===== config.mk =====
export PLATFORM = sky130hd
export DESIGN_NAME = adder_module
export DESIGN_NICKNAME = d
export VERILOG_FILES = /design/src/rtl/adder_module_pkg.sv /design/src/rtl/adder_module_cla_4bit.sv /design/src/rtl/adder_module.sv
export SDC_FILE = /design/constraint.sdc
export NUM_CORES = 1
export LEC_CHECK = 0
export CORE_UTILIZATION = 38
export CTS_CLUSTER_DIAMETER = 80
export CTS_CLUSTER_SIZE = 40
export DETAILED_ROUTE_END_ITERATION = 6
export PLACE_DENSITY = 0.76
export SYNTH_ARGS = -nofsm -noshare
export SYNTH_HDL_FRONTEND = slang
export SYNTH_SLANG_ARGS = --single-unit

===== constraint.sdc =====
create_clock -name clk -period 0.8 [get_ports clk]
set_input_delay 0.12 -clock clk [delete_from_list [all_inputs] [get_ports clk]]
set_output_delay 0.12 -clock clk [all_outputs]
set_load 0.05 [all_outputs]

===== src/rtl/adder_module_pkg.sv =====
// adder_module_pkg: shared width constants for the carry-lookahead adder
package adder_module_pkg;
  localparam int ADDER_WIDTH = 32;
  localparam int CLA_GROUP   = 4;
endpackage


===== src/rtl/adder_module_cla_4bit.sv =====
// cla_4bit: 4-bit lookahead group producing sum bits and group generate/propagate
module cla_4bit (
  input  logic [3:0] a,
  input  logic [3:0] b,
  input  logic       cin,
  output logic [3:0] s,
  output logic       g,
  output logic       p
);
  logic [3:0] gi, pi, c;
  assign gi = a & b;
  assign pi = a ^ b;
  assign c[0] = cin;
  assign c[1] = gi[0] | (pi[0] & cin);
  assign c[2] = gi[1] | (pi[1] & gi[0]) | (pi[1] & pi[0] & cin);
  assign c[3] = gi[2] | (pi[2] & gi[1]) | (pi[2] & pi[1] & gi[0]) | (pi[2] & pi[1] & pi[0] & cin);
  assign s = pi ^ c;
  // group terms exclude cin so the second-level lookahead sees no loop
  assign g = gi[3] | (pi[3] & gi[2]) | (pi[3] & pi[2] & gi[1]) | (pi[3] & pi[2] & pi[1] & gi[0]);
  assign p = &pi;
endmodule


===== src/rtl/adder_module.sv =====
// adder_module: registered 32-bit two-level carry-lookahead adder with carry-out
module adder_module
  import adder_module_pkg::*;
(
  input  logic                   clk,
  input  logic                   rst_n,
  input  logic [ADDER_WIDTH-1:0] A,
  input  logic [ADDER_WIDTH-1:0] B,
  output logic [ADDER_WIDTH-1:0] Sum,
  output logic                   Carry_Out
);
  localparam int NG = ADDER_WIDTH / CLA_GROUP;
  logic [NG-1:0]          gg, pg;
  logic [NG:0]            c;
  logic [ADDER_WIDTH-1:0] s;
  // carry into group i, flattened as OR of g[j] & p[j+1..i-1]
  function automatic logic group_carry(input int i, input logic [NG-1:0] g_v, input logic [NG-1:0] p_v);
    logic r, t;
    r = 1'b0;
    for (int j = 0; j < i; j++) begin
      t = g_v[j];
      for (int k = j + 1; k < i; k++) t = t & p_v[k];
      r = r | t;
    end
    return r;
  endfunction
  for (genvar i = 0; i < NG; i++) begin : g_cla
    cla_4bit u_cla (
      .a  (A[i*CLA_GROUP +: CLA_GROUP]),
      .b  (B[i*CLA_GROUP +: CLA_GROUP]),
      .cin(c[i]),
      .s  (s[i*CLA_GROUP +: CLA_GROUP]),
      .g  (gg[i]),
      .p  (pg[i])
    );
  end
  always_comb begin
    c[0] = 1'b0;
    for (int i = 1; i <= NG; i++) c[i] = group_carry(i, gg, pg);
  end
  always_ff @(posedge clk or negedge rst_n)
    if (!rst_n) {Carry_Out, Sum} <= '0;
    else        {Carry_Out, Sum} <= {c[NG], s};
endmodule


==> flow_metrics.tcl <==
set metrics [dict create \
    syn2layout_area_growth_pct 118 \
    worst_pin_slew_ps 444 \
    seq_area_frac_synth_pct 37.3 \
    first_global_vias 2674 \
    cts_buffers 5 \
    synth_fp_nets 303 \
    grt_max_degree 34 \
    drt_wl_total_um 8370 \
    synth.avg_cell_area_um2 11.2 \
    grt-ovfl-total 0 \
    leakage_nw 2.19 \
    max_freq_mhz 498 \
    hold_violations 0 \
    cts_tree "built" \
    rows 27 \
    final.setup.tns_ps -34140 \
    grt_setup_unrepaired "true" \
    design_area_um2 4830 \
    setup_viol 62 \
    p_per_area_nw_per_um2 1920 \
    ctsHtreeMaxLevel 2 \
    arrival_ps 2170 \
    first_pass_iters 4 \
    fin_crit_ps 2010 \
    viasPerCell 5.23 \
    initial_core_util_pct 39.7 \
    clockBufferDepth 2 \
    drt_iter0_drc 106 \
    instances_no_fill 458 \
    drtAntennaViolNets 0 \
    timing.hold.ws_ps 39.3 \
    cts_num_sinks 33 \
    layout_setup_ws_ps -1210 \
    worst-path-max-fanout 4 \
    placed_cell_area_um2 4290 \
    yosys_warnings 0 \
    routabilityCongestion 0.793 \
    violations "setup timing" \
    die_area_um2 6130 \
    synthArstFlopShare_pct 100 \
    max_cap_violations 0 \
    die_w_um 78.3 \
    synth-seq-cells 33 \
    ios 99 \
    antenna_found_initial 0 \
    synth_ff_type "dfrtp_1" \
    synth_cells 197 \
    hpwl_um 5420 \
    synthesis.area_um2 2210 \
    preCtsSetupSlack_ps -1850 \
    outcome "finished with violations" \
    ys_types 43 \
    wire_per_inst_um 18.3 \
    portBuffers 98 \
    slew_headroom_pct 70.1 \
    num_vias 2395 \
    drive_above_1_share_pct 61.1 \
    critPathRequiredTime_ps 970 \
    fin_nets 491 \
    worstSetupStartpointType "input port" \
    grt_pass1_wl_um 12200 \
    grt_use_total_pct 26.1 \
    slew_viol_final 0 \
    num_antenna_cells 0 \
    path_class "input port to flip-flop" \
    min-delay-start "A[0]" \
    end_kind "flip-flop" \
    synth_edf_count 0 \
    clk_pin_slew_worst_paths_ps 70 \
    die_y_um 78.3 \
    dp_cells 427 \
    startpoint "A[7]" \
    peakVddDrop_uv 1370 \
    worstHoldPathType "input port to flip-flop" \
    drcViolationCount 0 \
    coreArea_um2 5570 \
    min_period_over_period_pct 251 \
    clockRootBuffer "clkbuf_8" \
]
-- kinds of logic (layout without fill, tap and decap cells) --
family	after synthesis	count (layout)	share of synthesized area (%)
AOI/OAI and AO/OA	61	61	19.7
xor gates and xnor gates	20	20	7.91
adders and majority gates	40	40	25.3
buffers and inverters	11	200	1.87
DFF	33	33	37.3
muxes	1	1	0.452
and+or+nand+nor	31	31	7.41
-- synth_stat cells (2+ instances only) --
| master | number | area share (%) |
|---|---|---|
| a211oi_2 | 2 | 1.1 |
| nand2b_1 | 2 | 0.57 |
| nand2_1 | 9 | 1.5 |
| nor2_1 | 6 | 1.0 |
| o21a_1 | 5 | 1.7 |
| a21o_1 | 6 | 2.0 |
| inv_1 | 11 | 1.9 |
| a211oi_1 | 2 | 0.68 |
| ha_1 | 32 | 18 |
| nand4_1 | 2 | 0.57 |
| a211o_1 | 2 | 0.79 |
| and4_1 | 2 | 0.79 |
| a21oi_1 | 16 | 3.6 |
| xnor2_1 | 9 | 3.6 |
| or3_1 | 2 | 0.57 |
| fa_1 | 8 | 7.2 |
| dfrtp_1 | 33 | 37 |
| a21oi_2 | 2 | 0.79 |
| nand3_1 | 2 | 0.45 |
| o21ai_0 | 7 | 1.6 |
| o21bai_1 | 4 | 1.4 |
| a21boi_0 | 2 | 0.68 |
| xor2_1 | 11 | 4.4 |
-- path summary, 6_finish.rpt --
kind | slack (ps) | to | depth (start not counted)
min in group asynchronous | 320 | Sum[0] | 3
max | -1210 | Sum[31] | 11
max in group asynchronous | 300 | Carry_Out | 3
min | 40 | Sum[0] | 2
-- cell type report --
| type | instances | area, µm² |
|---|---|---|
| tap | 72 | 90.1 |
| clock inverter | 1 | 30.0 |
| multi-input combinational | 153 | 1850 |
| sequential | 33 | 826 |
| clock buffer | 7 | 86.3 |
| fill | 256 | 744 |
| inverter | 11 | 41.3 |
| timing repair buffer | 181 | 1910 |
-- per-layer routing --
metal / vias up / GRT usage, % / part of all wire [%]
met3: 28 / 3.72 / 4.1
met2: 107 / 51.3 / 57
met1: 1172 / 26.7 / 35
met4: 0 / 12.4 / 4.2
met5: - / 0 / 0
li1: 1088 / - / -
-- state kept, by name, indices dropped and copies added, names as in the netlist --
signal     cells
Carry_Out      1
Sum           32
-- cells in the final DEF, fill, tap and decap left out, types with 5 or more instances in the layout --
cell / netlist / layout
fa_2: 0 / 8
o21a_1: 5 / 5
clkbuf_8: 0 / 6
xnor2_1: 9 / 7
a21o_1: 6 / 6
buf_4: 0 / 71
a21oi_2: 2 / 8
ha_4: 0 / 23
a21oi_1: 16 / 7
clkdlybuf4s50_1: 0 / 16
nor2_1: 6 / 6
buf_2: 0 / 18
inv_1: 11 / 10
dfrtp_1: 33 / 33
xor2_1: 11 / 11
ha_1: 32 / 8
buf_12: 0 / 34
buf_6: 0 / 32
nand2_1: 9 / 8
-- stage by stage --
stage	total power, mW	utilization (%)
final	9.26	86.6
after global routing	9.62	86.6
after CTS	9.06	84.8
after detailed placement	7.09	77.0
after global placement	6.96	77.0
after floorplan	4.40	-
-- timing repair --
item	in CTS	in global routing
pin swaps	70	45
endpoints found under the setup margin	65	63
gates resized for setup	230	30
hold endpoints to repair	33	0
setup buffers	21	8
hold buffers	1	0
-- worst max-delay path, stage by stage --
cell and delay (ps):
buf_6 100, ha_4 240, buf_6 120, a21oi_4 140
o21ai_2 80, a221o_1 370, o21ai_2 220, buf_6 140
o31ai_4 80, and4b_1 190, or3_1 370
-- where the power goes --
part,internal (mW),switching [mW]
clock network,1.02,0.673
registers,2.02,0.320
logic,2.71,2.52
total,5.74,3.52
Power figures use the tool's default switching activity.
